===== src/rtl/fp_add_align.sv =====
// fp_add_align: two-stage pre-adder for the binary32 FP adder.
// Stage 1 unpacks both operands, puts the larger magnitude in A, and decodes
// NaN/Inf. Stage 2 right-aligns B into a 28-bit slot with guard/round/sticky
// and pre-encodes subtraction as ~B + 1 for the downstream 28-bit CLA.
// Optional build macro: FP_ADD_ALIGN_SUBNORMAL_EN (subnormals kept with
// effective exponent 1); without it subnormals flush to signed zero.
// Ports:
//   i_clk, i_rst          clock, synchronous active-high reset
//   i_valid / o_ready     upstream handshake, i_op_a, i_op_b, i_sub operands
//   o_valid / i_ready     downstream handshake
//   o_data_a, o_data_b    28-bit adder operands, o_carry adder carry-in
//   o_exp, o_sign         larger exponent, pre-normalisation sign
//   o_eff_sub             effective subtraction
//   o_special, o_special_result  NaN/Inf bypass result
module fp_add_align (
  input  logic        i_clk,
  input  logic        i_rst,
  input  logic        i_valid,
  output logic        o_ready,
  input  logic [31:0] i_op_a,
  input  logic [31:0] i_op_b,
  input  logic        i_sub,
  output logic        o_valid,
  input  logic        i_ready,
  output logic [27:0] o_data_a,
  output logic [27:0] o_data_b,
  output logic        o_carry,
  output logic [7:0]  o_exp,
  output logic        o_sign,
  output logic        o_eff_sub,
  output logic        o_special,
  output logic [31:0] o_special_result
);

  typedef struct packed {
    logic [23:0] sig_a;   // {hidden, fraction}
    logic [23:0] sig_b;
    logic [7:0]  exp;
    logic [7:0]  diff;
    logic        eff_sub;
    logic        sign;
    logic        special;
    logic [31:0] special_result;
  } s1_t;

  typedef struct packed {
    logic [27:0] data_a;
    logic [27:0] data_b;
    logic        carry;
    logic [7:0]  exp;
    logic        sign;
    logic        eff_sub;
    logic        special;
    logic [31:0] special_result;
  } s2_t;

  // vld_pipe_q[0] = stage 1 valid, vld_pipe_q[1] = stage 2 valid
  logic [1:0] vld_pipe_q, vld_pipe_d;
  s1_t        s1_q, s1_d, s1_new;
  s2_t        s2_q, s2_d, s2_new;
  logic       en1, en2;

  // ---------------- stage 1: unpack / compare ----------------
  logic [7:0]  exp_a, exp_b, eexp_a, eexp_b;
  logic [22:0] frac_a, frac_b;
  logic        sign_b, eff_sub, swap, mag_eq;
  logic        nan_a, nan_b, inf_a, inf_b;

  always_comb begin
    exp_a  = i_op_a[30:23];
    exp_b  = i_op_b[30:23];
`ifdef FP_ADD_ALIGN_SUBNORMAL_EN
    frac_a = i_op_a[22:0];
    frac_b = i_op_b[22:0];
    eexp_a = (exp_a == 8'd0 && frac_a != 23'd0) ? 8'd1 : exp_a;
    eexp_b = (exp_b == 8'd0 && frac_b != 23'd0) ? 8'd1 : exp_b;
`else
    frac_a = (exp_a == 8'd0) ? 23'd0 : i_op_a[22:0];
    frac_b = (exp_b == 8'd0) ? 23'd0 : i_op_b[22:0];
    eexp_a = exp_a;
    eexp_b = exp_b;
`endif
    sign_b  = i_op_b[31] ^ i_sub;
    eff_sub = i_op_a[31] ^ sign_b;
    // Tie keeps a as A so equal magnitudes never swap.
    swap    = {exp_b, frac_b} > {exp_a, frac_a};
    mag_eq  = {exp_b, frac_b} == {exp_a, frac_a};
    nan_a   = (exp_a == 8'hFF) && (i_op_a[22:0] != 23'd0);
    nan_b   = (exp_b == 8'hFF) && (i_op_b[22:0] != 23'd0);
    inf_a   = (exp_a == 8'hFF) && (i_op_a[22:0] == 23'd0);
    inf_b   = (exp_b == 8'hFF) && (i_op_b[22:0] == 23'd0);

    s1_new = '0;
    s1_new.sig_a   = swap ? {exp_b != 8'd0, frac_b} : {exp_a != 8'd0, frac_a};
    s1_new.sig_b   = swap ? {exp_a != 8'd0, frac_a} : {exp_b != 8'd0, frac_b};
    s1_new.exp     = swap ? eexp_b : eexp_a;
    s1_new.diff    = swap ? (eexp_b - eexp_a) : (eexp_a - eexp_b);
    s1_new.eff_sub = eff_sub;
    // x - x is +0 in round-to-nearest.
    s1_new.sign    = (eff_sub && mag_eq) ? 1'b0 : (swap ? sign_b : i_op_a[31]);
    if (nan_a || nan_b || (inf_a && inf_b && eff_sub)) begin
      s1_new.special        = 1'b1;
      s1_new.special_result = 32'h7FC0_0000;
    end else if (inf_a) begin
      s1_new.special        = 1'b1;
      s1_new.special_result = {i_op_a[31], 31'h7F80_0000};
    end else if (inf_b) begin
      s1_new.special        = 1'b1;
      s1_new.special_result = {sign_b, 31'h7F80_0000};
    end
  end

  // ---------------- stage 2: align / encode ----------------
  logic [27:0] b_full, b_aln, lost_mask;
  logic [4:0]  shamt;

  always_comb begin
    b_full    = {1'b0, s1_q.sig_b, 3'b000};
    shamt     = s1_q.diff[4:0];
    lost_mask = ~({28{1'b1}} << shamt);
    if (s1_q.diff >= 8'd27)
      b_aln = {27'd0, |b_full};
    else
      b_aln = (b_full >> shamt) | {27'd0, |(b_full & lost_mask)};

    s2_new                = '0;
    s2_new.data_a         = {1'b0, s1_q.sig_a, 3'b000};
    s2_new.data_b         = s1_q.eff_sub ? ~b_aln : b_aln;
    s2_new.carry          = s1_q.eff_sub;
    s2_new.exp            = s1_q.exp;
    s2_new.sign           = s1_q.sign;
    s2_new.eff_sub        = s1_q.eff_sub;
    s2_new.special        = s1_q.special;
    s2_new.special_result = s1_q.special_result;
  end

  // ---------------- handshake ----------------
  // o_ready is combinational on i_ready: no skid buffer.
  always_comb begin
    en2        = ~vld_pipe_q[1] | i_ready;
    en1        = ~vld_pipe_q[0] | en2;
    vld_pipe_d = vld_pipe_q;
    s1_d       = s1_q;
    s2_d       = s2_q;
    if (en1) begin
      vld_pipe_d[0] = i_valid;
      s1_d          = s1_new;
    end
    if (en2) begin
      vld_pipe_d[1] = vld_pipe_q[0];
      s2_d          = s2_new;
    end
  end

  always_ff @(posedge i_clk) begin
    if (i_rst) begin
      vld_pipe_q <= '0;
      s1_q       <= '0;
      s2_q       <= '0;
    end else begin
      vld_pipe_q <= vld_pipe_d;
      s1_q       <= s1_d;
      s2_q       <= s2_d;
    end
  end

  assign o_ready          = en1;
  assign o_valid          = vld_pipe_q[1];
  assign o_data_a         = s2_q.data_a;
  assign o_data_b         = s2_q.data_b;
  assign o_carry          = s2_q.carry;
  assign o_exp            = s2_q.exp;
  assign o_sign           = s2_q.sign;
  assign o_eff_sub        = s2_q.eff_sub;
  assign o_special        = s2_q.special;
  assign o_special_result = s2_q.special_result;

endmodule


===== config.mk =====
export PLATFORM = sky130hd
export DESIGN_NAME = fp_add_align
export DESIGN_NICKNAME = d
export VERILOG_FILES = /design/src/rtl/fp_add_align.sv
export SDC_FILE = /design/constraint.sdc
export NUM_CORES = 1
export LEC_CHECK = 0
export BUFFER_PORTS_ARGS = -buffer_cell sky130_fd_sc_hd__buf_2
export CORE_ASPECT_RATIO = 0.75
export CORE_MARGIN = 2
export CORE_UTILIZATION = 51
export DETAILED_ROUTE_END_ITERATION = 7
export MAX_ROUTING_LAYER = met4
export PLACE_DENSITY = 0.82
export SYNTH_ARGS = -nofsm -noshare
export SYNTH_HDL_FRONTEND = slang
export SYNTH_SLANG_ARGS = --single-unit

===== constraint.sdc =====
create_clock -name i_clk -period 3.3 [get_ports i_clk]
set_clock_uncertainty 0.1 [all_clocks]
set_input_delay 0.165 -clock i_clk [delete_from_list [all_inputs] [get_ports i_clk]]
set_output_delay 0.165 -clock i_clk [all_outputs]
set_load 0.05 [all_outputs]

# Word level (Yosys, flattened, before mapping)
# Index checks and enable logic that the tools add are counted.
op_classes:
  n_lt_le_gt_ge: 2
  reduce_logical: 19
  eq_ne: 3
  add_sub_neg: 2
  shifts: 2
  n_bitwise: 10
  mux: 13
op_table:
  columns: ["operator", "n"]
  rows:
  - ["33-bit 2-to-1 mux", 3]
  - ["28-bit 2-to-1 mux", 2]
  - ["28-bit inverter", 2]
  - ["24-bit 2-to-1 mux", 2]
  - ["23-bit logical NOT", 2]
  - ["23-bit 2-to-1 mux", 2]
  - ["23-bit nonzero test", 2]
  - ["31-bit equality test", 1]
  - ["31-bit > comparator", 1]
  - ["27-bit by 28-bit AND with 28-bit output", 1]
  - ["28-bit by 1-bit OR with 28-bit output", 1]
  - ["28-bit OR reduction", 1]
  - ["28-bit by 5-bit << shifter with 28-bit output (first input constant)", 1]
  - ["27-bit by 5-bit right shift with 28-bit output", 1]
  - ["24-bit OR reduction", 1]
  - ["8-bit equality test (second input constant)", 2]
  - ["8-bit logical NOT", 2]
  - ["8-bit 2-to-1 mux", 2]
  - ["8-bit nonzero test", 2]
  - ["8-bit subtractor", 2]
  - ["8-bit by 5-bit greater-or-equal comparator with 1-bit output (second input constant)", 1]
  - ["1-bit logical AND", 7]
  - ["1-bit logical OR", 2]
  - ["1-bit 2-to-1 mux", 2]
  - ["other kinds (3)", 6]
totals:
  ff_bits: 196
  inputBits: 69
  elab_cells: 68
  out_inout_bits: 102

# Depth between registers and ports, before layout
# Gate-level depths: netlist of run 1.
logic_depth:
  word_depth: 8
  ltp_mapped: 15
  ltp_nobuf: 12

# Least setup slack after synthesis of run 1
# Ideal clock, no wire load.
synth_path:
  path_kind: "in2reg"
  start: "input port i_op_b[24]"
  end: "register s1_q[84] in the netlist's numbering"
  path_stages: 14
  n_path_buf: 2
  setup_time_ps: 132
  arrival_ps: 2953
  slack_ps: 115
  cell_sequence: "nor4_1 -> nand2_1 -> clkbuf_1 -> and2_1 -> ha_1 -> a21oi_1 -> o21ai_0 -> a221oi_1 -> a21oi_2 -> or2_1 -> clkbuf_1 -> and3_1 -> a311oi_1 -> nor3_1"
synth_via:
  elab_chain_len: 4
synth_lines:
  columns: ["element", "line_no", "text"]
  rows:
  - ["start, declared", "21", "input logic [31:0] i_op_b,"]
  - ["8-bit logical NOT", "79", "frac_b = (exp_b == 8'd0) ? 23'd0 : i_op_b[22:0];"]
  - ["23-bit 2-to-1 mux", "79", null]
  - ["31-bit > comparator", "86", "swap = {exp_b, frac_b} > {exp_a, frac_a};"]
  - ["24-bit 2-to-1 mux (*)", "94", "s1_new.sig_a = swap ? {exp_b != 8'd0, frac_b} : {exp_a != 8'd0, frac_a};"]
  - ["end signal, assigned", "158", "s1_q <= '0;"]
  - ["end signal, assigned", "162", "s1_q <= s1_d;"]
  - ["end, declared", "59", "s1_t s1_q, s1_d, s1_new;"]
# Every way passes the cells marked *; elsewhere a longest branch is shown, timed or not.
# A chain may end at the register's enable or synchronous reset.

# Worst setup path after layout of run 1
layout_path:
  start: "input port i_op_b[24]"
  end: "register s1_q (netlist bit b_full[13])"
layout_via:
  elab_chain_len: 4
layout_lines:
  columns: ["element", "line_no", "text"]
  rows:
  - ["8-bit logical NOT", "79", null]
  - ["23-bit 2-to-1 mux", "79", null]
  - ["31-bit > comparator", "86", null]
  - ["24-bit 2-to-1 mux (*)", "95", "s1_new.sig_b = swap ? {exp_a != 8'd0, frac_a} : {exp_b != 8'd0, frac_b};"]
# Marks and branches as above.

==> qor.txt, run 1 <==
run status: complete, no violations
hold-critical path depth: 3
die area: 0.0189 mm2
hold_sp: i_op_a[8]
Final min period: 3.16 ns
EDFF count, synth: 0
pin count of the biggest net entering global routing: 65
Area contributors post-synth: dfxtp_1 (30%), nand2_1 (6.5%), nor2_1 (6.3%)
Seq/Total Area, Yosys: 0.297
Hold Path End: s1_q[83]
FFs w/ async S/R, synth: 0
crit path launch type: input port
crit path capture type: flip-flop
placed cell area: 0.0103 mm2
Critical R2R Capture: o_data_b[3]
worst-margin pin slew: 1.19 ns
Synth Cell Area: 0.00910 mm2
# diodes: 0
Layout Cells excl Fill: 1,609
Mapped Cells: 1,197
gr usage total: 0.292
HP Class: input port to flip-flop
syn avg cell area: 7.60 um2
IO Port Bufs: 144
residual DRC count: 0
nets: 1,466
DIE HEIGHT: 120 um
Yosys Warn Count: 0
final hold violations: 0
HPWL Detailed: 19,800 um
Crit path largest cell delay: 0.37 ns
dominant synthesized flop cell: dfxtp_1
Chip Width: 158 um
DRT antenna net count: 0
cell chain of the critical path: buf_2 -> nor4_4 -> nand2_1 -> buf_4 -> and2_1 -> ha_1 -> a211oi_1 -> nor2_1 -> o31ai_1 -> a21oi_2 -> o21ai_4 -> buf_4 -> buf_12 -> nor2_1 -> a21oi_1 -> a211oi_1
CP Buf/Inv Count: 4
Max Fclk: 0.316 GHz
Setup WS post-layout: 0.140 ns
crit path kind: input port to flip-flop
register bit total from synthesis: 135
io pins: 171
Critical Path RT: 3.47 ns
Core ar.: 0.0176 mm2
pre-CTS WS: -0.331 ns
final worst-path cycle share: 0.957
fill count: 1,571
DR vias/cell: 5.88
design area: 0.0110 mm2
post-synth top area share: 0.297
reg2reg setup slack: 0.43 ns
grt ovf: 0
# rows: 42
Post-Route Utilization: 0.626
setup bufs post-CTS: 0
H-Tree Depth: 4
Root Driver: clkbuf_16
most common cell after layout, fill and taps aside: nand2_1
Final Setup Violations: 0
layout cells sized above 1: 0.225
GPL Wtd Cong: 0.986
Multi-input gate area: 0.00573 mm2
initial core utilization: 0.518
number of max-slew violations in the final report: 0
TritonCTS clock tree: yes
unrepaired setup endpoints after global routing: yes
clock slew at reported path FFs: 0.06 ns
area leader, netlist: dfxtp_1
Max Cap Viol: 0
Cell Count Post-Placement: 1,571
Slew headroom: 0.205
clock sink total: 135
global-route wire length before repair: 43,200 um
Crit Path Max Fanout: 23
Lkg Pwr: 4.96 nW
initial DRC count: 891
Worst path slowest cell: o31ai_1
highest-count cells in the layout ignoring fill and taps: nand2_1 (157), nor2_1 (152), buf_2 (143)
r2r worst-path depth: 6
Cell variety after synth: 66
Num CTS Buffers: 17
Pre-Repair DR Iteration Count: 5
maximum VDD drop: 0.317 mV
worst endpoint data arrival time: 3.33 ns
Clock Tree Buf Depth: 2
register area: 0.00270 mm2
CP delay by family, top: compound AO/OA/AOI/OAI gates
area growth from synthesis to layout: 20.8%
Tot Pwr: 5.68 mW
RR Startpoint: s1_q[35]
clock latency on the worst-skew pair: 0.42 ns
initial antenna violation count: 0
vias in the first global route: 8,556
per-cell routed wire length: 16.8 um
Cell Pwr Density: 517 mW/mm2
WL final: 27,100 um
routed vias: 9,466
[worst min-delay path: stages]
cell,delay [ns]
buf_2,0.11
a311oi_1,0.08
nor3_1,0.12
[how the worst max path moves through the flow]
stage	from	end	slack, ns	cells after the start
after floorplan	i_op_b[24]	s1_q[84]	0.12	14
after global placement	i_op_b[24]	s1_q[94]	-0.23	16
after detailed placement	i_op_b[24]	s1_q[92]	-0.33	16
after CTS	i_op_b[24]	s1_q[94]	0.07	16
after global routing	i_op_b[24]	b_full[20]	-0.06	17
final	i_op_b[24]	b_full[13]	0.14	16
[cell usage after synthesis, types with 21 or more instances]
library cell and instances:
a211oi_1 69, a21oi_1 113, a311oi_1 31, and2_1 27
and3_1 27, buf_4 40, clkbuf_1 64, dfxtp_1 135
ha_1 38, inv_1 23, mux2i_1 32, nand2_1 157
nor2_1 152, nor3_1 42, o21ai_0 34, xor2_1 21
[report_power, final]
part,switching (mW),leakage [nW],internal (mW)
logic,1.20,3.57,0.672
clock network,0.746,0.271,1.12
registers,0.145,1.12,1.79
[per-stage QoR]
| stage | setup TNS, ns | hold slack, ns |
|---|---|---|
| floorplan | 0 | 0.186 |
| global placement | -7.64 | 0.294 |
| detailed placement | -15.00 | 0.297 |
| CTS | 0 | 0.00105 |
| global route | -0.359 | 0.0190 |
| finish | 0 | 0.00536 |
[layer usage]
layer	GRT usage	wire (um)
met5	-	0
met4	0.0681	538
met3	0.0766	2930
met2	0.420	11600
met1	0.411	12000
[area by class of cell]
| cell class | count | share of cell area |
|---|---|---|
| clock buffers | 18 | 0.0400 |
| clock inverters | 11 | 0.0116 |
| inverters | 25 | 0.00854 |
| multi-input cells | 928 | 0.521 |
| flip-flops and latches | 135 | 0.246 |
| well taps | 242 | 0.0275 |
| repair buffers | 250 | 0.145 |
[cell families (layout without fill, tap and decap cells)]
group | count (synthesis) | after routing | share of synthesized area
xor+xnor | 29 | 29 | 0.0279
flops | 135 | 135 | 0.297
simple gates | 482 | 482 | 0.243
mux | 51 | 51 | 0.0711
compound gates | 299 | 299 | 0.213
fa+ha+maj | 41 | 41 | 0.0577
buf+inv | 159 | 304 | 0.0899
other cells | 1 | 26 | 0.000412
[registers in the layout, indices dropped and copies added (netlist names)]
name,count
s1_q,45
b_full,24
o_exp,8
o_data_a,24
o_special_result,3
o_sign,1
vld_pipe_q,2
o_data_b,28
[repair_timing]
item,in CTS,in global routing
resized for setup,0,9
endpoints found under the setup margin,0,64
hold buffers,9,0
endpoints found under the hold margin,9,0
No activity file was read; power rests on OpenSTA's default activity.
==> run 2, diff against run 1 <==
- PLACE_DENSITY: 0.82 -> 0.85
==> qor.txt, run 2 (same netlist as run 1, synthesis figures left out) <==
run status: complete, no violations
r2r worst-path depth: 8
most common cell after layout, fill and taps aside: nand2_1
gr usage total: 0.295
HPWL Detailed: 20,100 um
crit path kind: input port to flip-flop
HP Class: input port to flip-flop
Tot Pwr: 5.71 mW
Final Setup Violations: 0
CP delay by family, top: compound AO/OA/AOI/OAI gates
number of max-slew violations in the final report: 0
# rows: 42
DRT antenna net count: 0
Crit path largest cell delay: 0.35 ns
Root Driver: clkbuf_16
hold-critical path depth: 3
layout cells sized above 1: 0.230
H-Tree Depth: 4
global-route wire length before repair: 43,700 um
die area: 0.0189 mm2
Slew headroom: 0.495
Crit Path Max Fanout: 27
hold_sp: i_op_a[1]
Seq pwr share: 0.341
IO Port Bufs: 144
worst-margin pin slew: 0.750 ns
Post-Route Utilization: 0.631
per-cell routed wire length: 17.1 um
initial DRC count: 989
reg2reg setup slack: 0.14 ns
clock sink total: 135
DIE HEIGHT: 120 um
crit path launch type: input port
DR vias/cell: 5.94
final hold violations: 0
Cell Pwr Density: 515 mW/mm2
cell chain of the critical path: buf_2 -> nor4_4 -> buf_4 -> nand2_1 -> buf_4 -> nand2_1 -> ha_1 -> a21oi_1 -> o21ai_0 -> a221oi_2 -> buf_4 -> a21oi_2 -> o21ai_4 -> buf_4 -> mux2i_1 -> nor3_1 -> a2111oi_0
Int Pwr: 3.59 mW
routed vias: 9,617
Biggest register: s1_q
Clk network pwr share: 0.331
RR Startpoint: s1_q[36]
residual DRC count: 0
Clock Tree Buf Depth: 2
CP Buf/Inv Count: 5
Critical R2R Capture: o_data_b[0]
Comb pwr share: 0.329
Num CTS Buffers: 17
clock slew at reported path FFs: 0.06 ns
Pre-Repair DR Iteration Count: 5
final worst-path cycle share: 0.974
TritonCTS clock tree: yes
Psw: 2.12 mW
clock latency on the worst-skew pair: 0.42 ns
pin count of the biggest net entering global routing: 56
vias in the first global route: 8,602
Worst path slowest cell: a2111oi_0
highest-count cells in the layout ignoring fill and taps: nand2_1 (156), nor2_1 (152), buf_2 (143)
grt ovf: 0
Max Fclk: 0.311 GHz
max reg flops: 45
worst endpoint data arrival time: 3.42 ns
initial core utilization: 0.518
nets: 1,473
TNS Setup: 0 ns
area growth from synthesis to layout: 21.7%
Chip Width: 158 um
cell repeated most along the worst path: buf_4
GPL Wtd Cong: 0.996
initial antenna violation count: 0
# diodes: 0
Hold Path End: s1_q[76]
crit path capture type: flip-flop
Net Sw Frac: 0.371
Final min period: 3.21 ns
io pins: 171
Lkg Pwr: 5.00 nW
Core ar.: 0.0176 mm2
Max Cap Viol: 0
maximum VDD drop: 0.301 mV
WL final: 27,800 um
Critical Path RT: 3.50 ns
[run 2: layout make-up]
cell class                      instances  area, um2
Clock inverter                         12        141
Tap cell                              242        303
Fill cell                            1514       6480
Clock buffer                           20        437
Timing Repair Buffer                  257       1650
Sequential cell                       135       2700
Multi-Input combinational cell        928       5750
Inverter                               25       93.8
[run 2: per-layer routing]
metal / wire (um) / global-route usage
met5: 0 / -
met4: 564 / 0.0755
met3: 2720 / 0.0661
met2: 12300 / 0.427
met1: 12200 / 0.417
[run 2: per-stage QoR]
stage                     hold WS, ns  setup WS (ns)  cells  instance area, um2
after floorplan                 0.186          0.115   1222                9190
after global routing           0.0311        -0.0381   1619               11100
after global placement          0.298         -0.283   1575               10300
after CTS                     0.00574         0.0452   1617               11000
after detailed placement        0.303         -0.332   1575               10300
final                         0.00976         0.0865   1619               11100
[run 2: how the worst max path moves through the flow]
stage | end | cells after the start | slack [ns] | from
after floorplan | s1_q[84] | 14 | 0.12 | i_op_b[24]
after CTS | s1_q[41] | 16 | 0.05 | i_op_b[24]
after global routing | s1_q[40] | 17 | -0.04 | i_op_a[28]
after global placement | b_full[17] | 17 | -0.28 | i_op_b[24]
after detailed placement | s1_q[78] | 16 | -0.33 | i_op_b[24]
final | s1_q[40] | 17 | 0.09 | i_op_a[24]
[run 2: what timing repair did]
| item | 4_1_cts | 5_1_grt |
|---|---|---|
| gates resized for setup | 0 | 15 |
| setup buffers | 0 | 2 |
| endpoints found under the hold margin | 10 | 0 |
| hold buffers | 10 | 0 |
| endpoints found under the setup margin | 0 | 64 |
[run 2: power groups by stage]
stage	registers, mW	logic, mW	clock network (mW)
2_1_floorplan	2.19	1.11	0
3_3_place_gp	1.97	1.77	0
3_5_place_dp	1.97	1.80	0
4_1_cts	1.94	1.82	1.90
5_1_grt	1.96	2.01	1.99
6_report	1.94	1.88	1.89
[run 2: worst register-to-register path: stages, from the launching register on]
cell,delay (ns)
dfxtp_1,0.75
buf_4,0.40
mux2i_1,0.19
mux4_2,0.53
o21ai_1,0.24
o41ai_1,0.15
a21oi_1,0.36
xnor2_1,0.12
a211oi_1,0.23
